### src/rtl/seq_recall_game_pkg.sv
// Shared definitions for the sequence-recall game: state encoding, LFSR
// constants and parameter legality limits.
package seq_recall_game_pkg;

    typedef enum logic [2:0] {
        S_IDLE  = 3'd0,
        S_SHOW  = 3'd1,
        S_ENTER = 3'd2,
        S_WIN   = 3'd3,
        S_LOSE  = 3'd4
    } state_t;

    localparam int LFSR_W = 16;
    // Taps x^16 + x^14 + x^13 + x^11 + 1 as state bits 15, 13, 12, 10.
    localparam logic [LFSR_W-1:0] LFSR_TAPS = 16'hB400;

    localparam int DEPTH_MAX = 32;
    localparam int VAL_W_MAX = 8;

    function automatic logic [LFSR_W-1:0] lfsr_next(input logic [LFSR_W-1:0] s);
        return {s[LFSR_W-2:0], ^(s & LFSR_TAPS)};
    endfunction

endpackage

### src/rtl/seq_recall_game_lfsr16.sv
// Free-running 16-bit Fibonacci LFSR; reloads SEED on synchronous reset.
module lfsr16
    import seq_recall_game_pkg::*;
#(
    parameter logic [15:0] SEED = 16'hACE1
) (
    input  logic                clk,
    input  logic                rst,
    output logic [LFSR_W-1:0]   o_state
);

    logic [LFSR_W-1:0] r_state;

    always_ff @(posedge clk) begin
        if (rst) begin
            r_state <= SEED;
        end else begin
            r_state <= lfsr_next(r_state);
        end
    end

    assign o_state = r_state;

endmodule

### src/rtl/seq_recall_game.sv
// Sequence-recall game core: shows DEPTH random values, then checks the
// player's recall entered with inc/submit. All outputs are registered.
module seq_recall_game
    import seq_recall_game_pkg::*;
#(
    parameter int          DEPTH       = 10,
    parameter int          VAL_W       = 5,
    parameter int          SHOW_CYCLES = 50000000,
    parameter logic [15:0] SEED        = 16'hACE1
) (
    input  logic               clk,
    input  logic               rst,
    input  logic               i_go,
    input  logic               i_inc,
    input  logic               i_submit,
    output logic [VAL_W-1:0]   o_show_val,
    output logic               o_show_valid,
    output logic [VAL_W-1:0]   o_guess_val,
    output logic [DEPTH-1:0]   o_progress,
    output logic               o_win,
    output logic               o_lose,
    output logic               o_busy,
    output logic [2:0]         o_dbg_state,
    output logic [LFSR_W-1:0]  o_dbg_lfsr
);

    localparam int IDX_W   = (DEPTH > 1) ? $clog2(DEPTH) : 1;
    localparam int TIMER_W = (SHOW_CYCLES > 1) ? $clog2(SHOW_CYCLES) : 1;
    localparam logic [IDX_W-1:0]   IDX_LAST   = IDX_W'(DEPTH - 1);
    localparam logic [TIMER_W-1:0] TIMER_LAST = TIMER_W'(SHOW_CYCLES - 1);

    if (DEPTH < 1 || DEPTH > DEPTH_MAX) begin : g_bad_depth
        $error("seq_recall_game: DEPTH out of range");
    end
    if (VAL_W < 1 || VAL_W > VAL_W_MAX) begin : g_bad_val_w
        $error("seq_recall_game: VAL_W out of range");
    end
    if (SHOW_CYCLES < 1 || SEED == 16'h0000) begin : g_bad_timing
        $error("seq_recall_game: SHOW_CYCLES or SEED illegal");
    end

    // Handshake: go/inc/submit are single-cycle pulses sampled on the rising
    // edge; every effect is visible on the outputs one clock later.

    logic [LFSR_W-1:0]  w_lfsr;
    logic [VAL_W-1:0]   w_sample;

    lfsr16 #(.SEED(SEED)) u_lfsr (
        .clk     (clk),
        .rst     (rst),
        .o_state (w_lfsr)
    );

    assign w_sample = w_lfsr[VAL_W-1:0];

    state_t              r_state;
    state_t              w_state_next;
    logic [IDX_W-1:0]    r_idx;
    logic [IDX_W-1:0]    w_idx_next;
    logic [TIMER_W-1:0]  r_timer;
    logic [TIMER_W-1:0]  w_timer_next;
    logic [VAL_W-1:0]    r_show_val;
    logic [VAL_W-1:0]    w_show_val_next;
    logic [VAL_W-1:0]    r_guess;
    logic [VAL_W-1:0]    w_guess_next;
    logic [DEPTH-1:0]    r_progress;
    logic [DEPTH-1:0]    w_progress_next;
    logic                r_show_valid;
    logic                r_win;
    logic                r_lose;
    logic                r_busy;
    logic                w_mem_we;
    logic [IDX_W-1:0]    w_mem_addr;
    logic [VAL_W-1:0]    r_mem [DEPTH];

    always_ff @(posedge clk) begin
        if (rst) begin
            r_state <= S_IDLE;
        end else begin
            r_state <= w_state_next;
        end
    end

    always_comb begin
        w_state_next    = r_state;
        w_idx_next      = r_idx;
        w_timer_next    = r_timer;
        w_show_val_next = r_show_val;
        w_guess_next    = r_guess;
        w_progress_next = r_progress;
        w_mem_we        = 1'b0;
        w_mem_addr      = r_idx;

        case (r_state)
            S_IDLE, S_WIN, S_LOSE: begin
                if (i_go) begin
                    w_state_next    = S_SHOW;
                    w_mem_we        = 1'b1;
                    w_mem_addr      = '0;
                    w_show_val_next = w_sample;
                    w_idx_next      = '0;
                    w_timer_next    = '0;
                    w_progress_next = '0;
                    w_guess_next    = '0;
                end
            end
            S_SHOW: begin
                if (r_timer == TIMER_LAST) begin
                    w_timer_next = '0;
                    if (r_idx == IDX_LAST) begin
                        w_state_next    = S_ENTER;
                        w_idx_next      = '0;
                        w_show_val_next = '0;
                        w_guess_next    = '0;
                    end else begin
                        w_idx_next      = r_idx + IDX_W'(1);
                        w_mem_we        = 1'b1;
                        w_mem_addr      = r_idx + IDX_W'(1);
                        w_show_val_next = w_sample;
                    end
                end else begin
                    w_timer_next = r_timer + TIMER_W'(1);
                end
            end
            S_ENTER: begin
                // submit wins over a coincident inc: compare the pre-increment guess
                if (i_submit) begin
                    if (r_guess == r_mem[r_idx]) begin
                        if (r_idx == IDX_LAST) begin
                            w_progress_next = '1;
                            w_state_next    = S_WIN;
                        end else begin
                            w_progress_next[r_idx] = 1'b1;
                            w_idx_next             = r_idx + IDX_W'(1);
                            w_guess_next           = '0;
                        end
                    end else begin
                        w_progress_next = '0;
                        w_state_next    = S_LOSE;
                    end
                end else if (i_inc) begin
                    w_guess_next = r_guess + VAL_W'(1);
                end
            end
            default: begin
                w_state_next = S_IDLE;
            end
        endcase
    end

    always_ff @(posedge clk) begin
        if (rst) begin
            r_idx        <= '0;
            r_timer      <= '0;
            r_show_val   <= '0;
            r_guess      <= '0;
            r_progress   <= '0;
            r_show_valid <= 1'b0;
            r_win        <= 1'b0;
            r_lose       <= 1'b0;
            r_busy       <= 1'b0;
        end else begin
            r_idx        <= w_idx_next;
            r_timer      <= w_timer_next;
            r_show_val   <= w_show_val_next;
            r_guess      <= w_guess_next;
            r_progress   <= w_progress_next;
            r_show_valid <= (w_state_next == S_SHOW);
            r_win        <= (w_state_next == S_WIN);
            r_lose       <= (w_state_next == S_LOSE);
            r_busy       <= (w_state_next == S_SHOW) || (w_state_next == S_ENTER);
        end
    end

    // Sequence storage needs no reset: every slot is written before it is read.
    always_ff @(posedge clk) begin
        if (!rst && w_mem_we) begin
            r_mem[w_mem_addr] <= w_sample;
        end
    end

    assign o_show_val   = r_show_val;
    assign o_show_valid = r_show_valid;
    assign o_guess_val  = r_guess;
    assign o_progress   = r_progress;
    assign o_win        = r_win;
    assign o_lose       = r_lose;
    assign o_busy       = r_busy;
    assign o_dbg_state  = r_state;
    assign o_dbg_lfsr   = w_lfsr;

endmodule

### config.mk
export PLATFORM = sky130hd
export DESIGN_NAME = seq_recall_game
export DESIGN_NICKNAME = d
export VERILOG_FILES = /design/src/rtl/seq_recall_game_pkg.sv /design/src/rtl/seq_recall_game_lfsr16.sv /design/src/rtl/seq_recall_game.sv
export SDC_FILE = /design/constraint.sdc
export NUM_CORES = 1
export LEC_CHECK = 0
export ABC_CLOCK_PERIOD_IN_PS = 3610
export CAP_MARGIN = 5
export CORE_UTILIZATION = 45
export DETAILED_ROUTE_END_ITERATION = 7
export PLACE_DENSITY = 0.69
export SLEW_MARGIN = 40
export SYNTH_ARGS = -nofsm -noshare
export SYNTH_HDL_FRONTEND = slang
export SYNTH_SLANG_ARGS = --single-unit
### constraint.sdc
create_clock -name clk -period 3.61 [get_ports clk]
set_clock_uncertainty 0.15 [all_clocks]
set_input_delay 0.722 -clock clk [delete_from_list [all_inputs] [get_ports clk]]
set_output_delay 0.722 -clock clk [all_outputs]
set_load 0.1 [all_outputs]
==> out/metrics.yaml, run 1 <==
run_status:
  status: "completed"
worst_setup_path:
  r2r_cells: 7
  crit_slowest_cell: "dfxtp_1"
  crit_chain: "mux4_1 -> mux2i_1 -> xnor2_1 -> o41a_1 -> o32a_1 -> o31a_1 -> a22o_1"
  critPathCaptureType: "register"
  cp_max_fo: 11
  arrival_ns: 3.55
  critPathLaunchType: "register"
  ff2ff_setup_slack_ns: 0.21
  critPathKind: "reg -> reg"
  regToRegEndpoint: "r_idx[0]$_SDFFE_PP0P_"
  max_stage_delay_ns: 0.70
  required_ns: 3.76
sta:
  worstMarginPinSlew_ns: 0.737
  slew_violations: 0
  post-route-min-period_ns: 3.40
  hold_viol: 0
  tns_ns: 0
  timing.slew.headroom: 0.505
  fin_crit_sh: 0.942
  rsz0062_at_grt: "no"
  whs_ns: 0.288
  setup_viol: 0
  timing.fmax_mhz: 294
logic_synthesis:
  netlist_instances: 565
  synth_edf_count: 50
  synth_top_family_by_area: "simple AND/OR/NAND/NOR gates"
  synth_fa_ha_area_frac: 0.0153
  synth_area_per_cell_um2: 10.2
  synthTopCellsByArea: "dfxtp_1 (27%), edfxtp_1 (26%), nor2_1 (4.1%)"
  synth_xor_xnor_area_share: 0.0244
  yosys.area_share.simple: 0.194
  synth_fp_nets: 577
  yosys.area.top_type_share: 0.269
  synth-compound-area-share: 0.138
  yosysMostFrequentCell: "dfxtp_1"
  async_reset_ff_frac: 0
  synth_cell_type_count: 62
  synth_warnings: 0
  yosys.area.top_type: "dfxtp_1"
  synthMuxAreaShare: 0.0641
  synth-main-ff-cell: "dfxtp_1"
  yosysSeqAreaShare: 0.530
  synth.top_cells.by_count: "dfxtp_1 (77), nor2_1 (63), nand2_1 (53)"
  netlist_area_um2: 5740
  ys_ff_latch: 127
global_routing:
  grt_pass1_wl_um: 21700
  antenna_found_initial: 0
  overflow: 0
  grt_start_max_net_pins: 70
  grt_pass1_vias: 4222
  grt_use_total: 0.216
clock_tree:
  cts_setup_buffers: 0
  cts_made_buffers: 17
  cts_sinks: 127
  clkSlewWorstSetupHoldPaths_ns: 0.06
  cts.path.max_buffers: 2
  cts_tree: "done"
  post_cts_resized: 0
  clock_latency_ns: 0.42
  root_buffer: "clkbuf_16"
  cts_hold_buf: 0
  htree_levels: 4
die:
  fp.dieArea_um2: 13200
  die_height_um: 115
  initial_utilization: 0.470
  die_x_um: 115
  ios: 48
  core-area_um2: 12200
  fp-row-count: 40
power_and_ir_drop:
  pwr-share-seq: 0.427
  clkPwrFrac: 0.468
  combPwrFrac: 0.105
  powerDensity_nw_per_um2: 530
  ir_drop_mv: 0.304
  p_leak_uw: 0.00253
  p_int_uw: 2670
  swShare: 0.272
  power.switching_uw: 999
  total_power_uw: 3670
placement:
  gp_congestion: 0.924
  placement.io_buffers: 47
  dp_cells: 780
  dp_hpwl_um: 9250
cells_and_area:
  insertedDiodeCount: 0
  area_growth_pct: 20.5
  stdcell_count: 812
  nets: 643
  fin_util: 0.566
  layout-drive-gt1-share: 0.194
min_path:
  whs_path_depth: 1
  hold_path_class: "reg -> reg"
  hold_start: "u_lfsr.o_state[9]$_SDFF_PP0_"
  holdPathEnd: "u_lfsr.o_state[10]$_SDFF_PP1_"
route:
  ant_nets: 0
  post_drt_wl_per_cell_um: 16.5
  first_iter_violations: 377
  vias: 4658
  first_pass_iters: 5
  wirelength_um: 13400
  drc: 0
  avgViaCountPerCell: 5.74
flow_run:
  drv_cap: 0
[logic make-up after synthesis]
family	Yosys count
AND/OR/NAND/NOR	228
flip-flops	127
AO/OA/AOI/OAI	121
buffers and inverters	44
multiplexers	22
XOR/XNOR	16
adder cells (fa/ha/maj)	7
[worst max path at each step]
| stage | startpoint | endpoint | slack, ns | depth (start not counted) |
|---|---|---|---|---|
| final | register | r_idx[0]$_SDFFE_PP0P_ | 0.21 | 7 |
| after global routing | register | register | 0.04 | 7 |
| after CTS | register | r_idx[0]$_SDFFE_PP0P_ | 0.16 | 7 |
| after detailed placement | register | register | 0.19 | 7 |
| after global placement | register | register | 0.30 | 7 |
| after floorplan | o_dbg_state[0]$_SDFF_PP0_ | r_mem[4][0]$_DFFE_PP_ | 0.15 | 8 |
[power groups by stage]
stage	sequential [µW]	clock, µW	combinational (µW)
finish	1560	1720	385
global route	1570	1810	408
CTS	1570	1740	386
detailed placement	1600	0	384
global placement	1590	0	390
floorplan	1720	0	163
[area by class of cell]
cell class                 count  area [µm²]
timing repair buffer          74         498
tap                          168         210
sequential                   127        3040
clock buffer                  17         425
inverter                      17        63.8
fill                        1057        5300
clock inverter                15         175
multi-input combinational    394        2500
[layer usage]
layer,share of wire,routed length (µm),track usage
met1,0.47,6240,0.292
met2,0.45,6040,0.331
met5,0,0,0
met3,0.065,868,0.0548
met4,0.016,220,0.0857
[worst max-delay path: cells and delay by family, from the launching register on]
| family | cells | cell delay, ns |
|---|---|---|
| XOR/XNOR | 1 | 0.09 |
| multiplexers | 2 | 0.85 |
| flip-flops | 1 | 0.70 |
| AO/OA/AOI/OAI | 4 | 1.49 |
[metrics by stage]
step                      cell area [µm²]  worst slack, ns
after detailed placement             6310            0.190
after global routing                 6910           0.0432
after CTS                            6910            0.164
final                                6910            0.209
after floorplan                      5740            0.155
after global placement               6440            0.304
[state kept, by name, indices dropped and copies added, names as in the netlist, named ones only]
name and flops:
o_busy 1, o_dbg_state 3, o_guess_val 5, o_lose 1, o_progress 10, o_show_val 5
o_show_valid 1, o_win 1, r_idx 4, r_mem 50, r_timer 26, u_lfsr.o_state 16
[cells in the final DEF, fill, tap and decap left out, drive strengths merged, types with 23 or more instances in the layout]
master,n
o21ai,29
a21oi,35
nor3,26
dfxtp,77
buf,71
edfxtp,50
nand2,53
nand3,25
nor2,63
inv,23
Power figures use the tool's default switching activity.
==> run 2, diff against run 1 <==
CTS_BUF_LIST = sky130_fd_sc_hd__clkbuf_4   (was unset)
==> out/metrics.yaml, run 2 (synthesized netlist as in run 1, its figures left out) <==
die:
  fp.dieArea_um2: 13200  # unchanged
  die_height_um: 115  # unchanged
  initial_utilization: 0.470  # unchanged
  die_x_um: 115  # unchanged
  ios: 48  # unchanged
  core-area_um2: 12200  # unchanged
  fp-row-count: 40  # unchanged
min_path:
  hold_start: "u_lfsr.o_state[9]$_SDFF_PP0_"
  whs_path_depth: 1  # unchanged
  holdPathEnd: "u_lfsr.o_state[10]$_SDFF_PP1_"
  hold_path_class: "reg -> reg"
worst_setup_path:
  arrival_ns: 3.68  # +0.13 ns
  critPathCaptureType: "register"
  cp_max_fo: 11  # unchanged
  critPathLaunchType: "register"
  regToRegEndpoint: "r_idx[0]$_SDFFE_PP0P_"
  r2r_cells: 7  # unchanged
  ff2ff_setup_slack_ns: 0.21  # about the same
  crit_slowest_cell: "dfxtp_1"
  crit_chain: "mux4_1 -> mux2i_1 -> xnor2_1 -> o41a_1 -> o32a_1 -> o31a_1 -> a22o_1"
  max_stage_delay_ns: 0.72  # +0.02 ns
  required_ns: 3.90  # +0.14 ns
  critPathKind: "reg -> reg"
route:
  first_iter_violations: 365  # -3.2%
  first_pass_iters: 5  # unchanged
  wirelength_um: 13200  # -1.4%
  post_drt_wl_per_cell_um: 16.2  # -1.4%
  vias: 4599  # -1.3%
  avgViaCountPerCell: 5.66  # -1.3%
  ant_nets: 0  # unchanged
  drc: 0  # unchanged
cells_and_area:
  final_common_cell: "dfxtp_1"
  regMostFlops: "r_mem"
  fin_util: 0.542  # -0.0244
  area_growth_pct: 15.3
  nets: 643  # unchanged
  fillers: 1099  # +4.0%
  layout-drive-gt1-share: 0.194  # unchanged
  insertedDiodeCount: 0  # unchanged
  largest_reg_flops: 50  # unchanged
  final_cell_mix: "dfxtp_1 (76), nor2_1 (63), nand2_1 (53)"
sta:
  rsz0062_at_grt: "no"
  post-route-min-period_ns: 3.40  # -0.00192 ns
  worstMarginPinSlew_ns: 0.736  # -0.00167 ns
  slew_violations: 0  # unchanged
  tns_ns: 0  # unchanged
  fin_crit_sh: 0.941  # about the same
  timing.slew.headroom: 0.506  # +0.00112
  setup_viol: 0  # unchanged
  timing.fmax_mhz: 294  # about the same
  hold_viol: 0  # unchanged
clock_tree:
  cts_hold_buf: 0  # unchanged
  cts_sinks: 127  # unchanged
  htree_levels: 4  # unchanged
  cts.path.max_buffers: 2  # unchanged
  clock_latency_ns: 0.54  # +0.12 ns
  cts_tree: "done"
  cts_setup_buffers: 0  # unchanged
  cts_made_buffers: 17  # unchanged
  root_buffer: "clkbuf_4"
  clkSlewWorstSetupHoldPaths_ns: 0.12  # +0.06 ns
  post_cts_resized: 0  # unchanged
power_and_ir_drop:
  powerDensity_nw_per_um2: 449  # -15%
  ir_drop_mv: 0.267  # -12%
  p_leak_uw: 0.00240  # -5.2%
  total_power_uw: 2970  # -19%
placement:
  gp_congestion: 0.924  # unchanged
  dp_hpwl_um: 9250  # unchanged
  placement.io_buffers: 47  # unchanged
global_routing:
  grt_use_total: 0.211  # -0.00409
  grt_pass1_wl_um: 21300  # -1.7%
  grt_pass1_vias: 4179  # -1.0%
  grt_start_max_net_pins: 70  # unchanged
  overflow: 0  # unchanged
  antenna_found_initial: 0  # unchanged
flow_run:
  drv_cap: 0  # unchanged
run_status:
  status: "completed"
[run 2: cell counts in the layout (fill, tap and decap cells not counted)]
No cell type changed its count.
[run 2: critical path, delay by kind of cell (launching register included)]
family	cells	cell delay (ns)
AOI/OAI and AO/OA	4	1.49
xor gates and xnor gates	1	0.09
DFF	1	0.72
muxes	2	0.85
[run 2: worst max path at each step]
| stage | depth (start not counted) | endpoint |
|---|---|---|
| after floorplan | 8 | r_mem[4][0]$_DFFE_PP_ |
| after global placement | 7 | register |
| after detailed placement | 7 | register |
| after CTS | 7 | r_idx[0]$_SDFFE_PP0P_ |
| after global routing | 7 | register |
| final | 7 | r_idx[0]$_SDFFE_PP0P_ |
[run 2: report_power, final]
group / internal, µW / leakage [µW] / switching, µW
Sequential: 1520 / 0.00108 / 40.3
Combinational: 106 / 0.00117 / 279
Clock: 433 / 0.000155 / 588
[run 2: routing by layer]
| metal | vias to the layer above | global-route usage | share of wire |
|---|---|---|---|
| li1 | 2220 | - | - |
| met4 | 0 | 0.0874 | 0.013 |
| met3 | 18 | 0.0517 | 0.068 |
| met2 | 192 | 0.317 | 0.45 |
| met5 | - | 0 | 0 |
| met1 | 2169 | 0.294 | 0.47 |
[run 2: metrics by stage]
stage / std cells / instance area, µm² / hold slack (ns) / setup WS [ns]
after CTS: 812 / 6620 / 0.284 / 0.157
after floorplan: 565 / 5740 / 0.292 / 0.155
after global placement: 780 / 6440 / 0.271 / 0.304
final: 812 / 6620 / 0.301 / 0.211
after detailed placement: 780 / 6310 / 0.276 / 0.190
after global routing: 812 / 6620 / 0.300 / 0.0343
[run 2: cell type report]
cell class / count / area [µm²] / share of cell area
Sequential cell: 127 / 3040 / 0.460
Timing Repair Buffer: 74 / 498 / 0.0753
Clock inverter: 15 / 175 / 0.0265
Clock buffer: 17 / 128 / 0.0193
Tap cell: 168 / 210 / 0.0318
Inverter: 17 / 63.8 / 0.00964
Multi-Input combinational cell: 394 / 2500 / 0.377
==> run 3, diff against run 2 <==
ABC_CLOCK_PERIOD_IN_PS = 4100   (was 3610)
clock period = 4.1 ns   (was 3.61 ns; I/O delays follow)
==> out/metrics.yaml, run 3 (synthesized netlist as in run 1, its figures left out) <==
route:
  avgViaCountPerCell: 5.59  # -1.3%
  wirelength_um: 13100  # -0.59%
  vias: 4471  # -2.8%
  first_pass_iters: 5  # unchanged
  drc: 0  # unchanged
  post_drt_wl_per_cell_um: 16.4  # +0.90%
  first_iter_violations: 419  # +15%
  ant_nets: 0  # unchanged
worst_setup_path:
  critPathLaunchType: "register"
  critPathTopFamily: "simple AND/OR/NAND/NOR gates"
  max_stage_delay_ns: 0.59  # -0.13 ns
  critPathKind: "reg -> reg"
  cp_common_cell: "nor3_1"
  timing.rr.start: "r_timer[0]$_SDFFE_PP0P_"
  r2r_cells: 8  # +1
  crit_slowest_cell: "nor3_1"
  crit_chain: "ha_1 -> nand3_1 -> nor3_1 -> nand4_1 -> o211a_1 -> o22a_1 -> nand3b_1 -> nor3_1"
  arrival_ns: 3.66  # -0.02 ns
  cp_max_fo: 10  # -1
  required_ns: 4.11  # +0.21 ns
  regToRegEndpoint: "r_mem[9][2]$_DFFE_PP_"
  cp_num_buf_inv: 0  # unchanged
  ff2ff_setup_slack_ns: 0.45  # +0.23 ns
  critPathCaptureType: "register"
sta:
  slew_violations: 0  # unchanged
  fin_crit_sh: 0.891  # -0.0501
  worstMarginPinSlew_ns: 0.748  # +0.0123 ns
  hold_viol: 0  # unchanged
  worst_slack_ns: 0.445  # +0.234 ns
  tns_ns: 0  # unchanged
  whs_ns: 0.299  # -0.00183 ns
  timing.slew.headroom: 0.498  # -0.00828
  setup_viol: 0  # unchanged
  rsz0062_at_grt: "no"
  timing.fmax_mhz: 274  # -7.0%
  post-route-min-period_ns: 3.65  # +0.256 ns
die:
  core-area_um2: 12200  # unchanged
  die_height_um: 115  # unchanged
  fp.dieArea_um2: 13200  # unchanged
  initial_utilization: 0.470  # unchanged
  ios: 48  # unchanged
  fp-row-count: 40  # unchanged
  die_x_um: 115  # unchanged
run_status:
  status: "completed"
cells_and_area:
  final_common_cell: "dfxtp_1"
  regMostFlops: "r_mem"
  final_area_um2: 6490  # -2.0%
  largest_reg_flops: 50  # unchanged
  layout-drive-gt1-share: 0.179  # -0.0153
  final_cell_mix: "dfxtp_1 (77), nor2_1 (63), nand2_1 (53)"
  area_growth_pct: 13.0
  insertedDiodeCount: 0  # unchanged
  stdcell_count: 800  # -1.5%
  nets: 631  # -1.9%
power_and_ir_drop:
  p_leak_uw: 0.00233  # -2.9%
  ir_drop_mv: 0.287  # +7.7%
  powerDensity_nw_per_um2: 399  # -11%
global_routing:
  antenna_found_initial: 0  # unchanged
  overflow: 0  # unchanged
  grt_start_max_net_pins: 70  # unchanged
  grt_pass1_wl_um: 21600  # +1.5%
  grt_pass1_vias: 4263  # +2.0%
  grt_use_total: 0.214  # +0.00301
placement:
  pre_cts_slack_ns: 0.281  # +0.0909 ns
  placement.io_buffers: 47  # unchanged
  gp_congestion: 0.899  # -2.7%
  dp_cells: 768  # -1.5%
  place_area_um2: 6180  # -2.2%
  dp_hpwl_um: 9250  # about the same
min_path:
  hold_start: "u_lfsr.o_state[9]$_SDFF_PP0_"
  whs_path_depth: 1  # unchanged
  holdPathEnd: "u_lfsr.o_state[10]$_SDFF_PP1_"
  hold_path_class: "reg -> reg"
flow_run:
  drv_cap: 0  # unchanged
clock_tree:
  clock_latency_ns: 0.53  # about the same
  cts_made_buffers: 17  # unchanged
  cts_tree: "done"
  cts.path.max_buffers: 2  # unchanged
  clkSlewWorstSetupHoldPaths_ns: 0.10  # -0.02 ns
  root_buffer: "clkbuf_4"
  htree_levels: 4  # unchanged
  cts_sinks: 127  # unchanged
[run 3: how the worst max path moves through the flow]
| stage | slack, ns | to | cells past startpoint | startpoint |
|---|---|---|---|---|
| after floorplan | 0.34 | r_mem[4][0]$_DFFE_PP_ | 8 | o_dbg_state[0]$_SDFF_PP0_ |
| after global placement | 0.46 | r_mem[4][4]$_DFFE_PP_ | 7 | r_timer[18]$_SDFFE_PP0P_ |
| after detailed placement | 0.28 | r_mem[7][4]$_DFFE_PP_ | 7 | r_timer[18]$_SDFFE_PP0P_ |
| after CTS | 0.29 | r_mem[7][0]$_DFFE_PP_ | 7 | r_timer[18]$_SDFFE_PP0P_ |
| after global routing | 0.06 | r_mem[7][0]$_DFFE_PP_ | 8 | r_timer[0]$_SDFFE_PP0P_ |
| final | 0.45 | r_mem[9][2]$_DFFE_PP_ | 8 | r_timer[0]$_SDFFE_PP0P_ |
[run 3: stage by stage]
stage	power, µW	util
2_1_floorplan	1660	-
3_3_place_gp	1750	0.523
3_5_place_dp	1740	0.506
4_1_cts	2610	0.530
5_1_grt	2700	0.531
6_report	2590	0.531
[run 3: layout make-up]
class / count / area, µm²
inverter: 17 / 63.8
clock buffer: 20 / 150
timing repair buffer: 62 / 363
clock inverter: 12 / 144
tap: 168 / 210
multi-input combinational: 394 / 2510
sequential: 127 / 3040
fill: 1141 / 5730
[run 3: layer usage]
metal / track usage / part of all wire / vias up
li1: - / - / 2191
met1: 0.287 / 0.47 / 2137
met2: 0.337 / 0.46 / 128
met3: 0.0590 / 0.058 / 15
met4: 0.0710 / 0.014 / 0
met5: 0 / 0 / -
[run 3: where the power goes]
part	internal, µW	switching (µW)	total [µW]
combinational	84.5	250	335
sequential	1340	31.9	1370
clock	436	446	882
[run 3: what timing repair did]
action | CTS | global route
hold buffers | 0 | 0
resized for setup | 0 | 3
endpoints found under the hold margin | 0 | 0
endpoints found under the setup margin | 0 | 15
setup buffers | 0 | 0
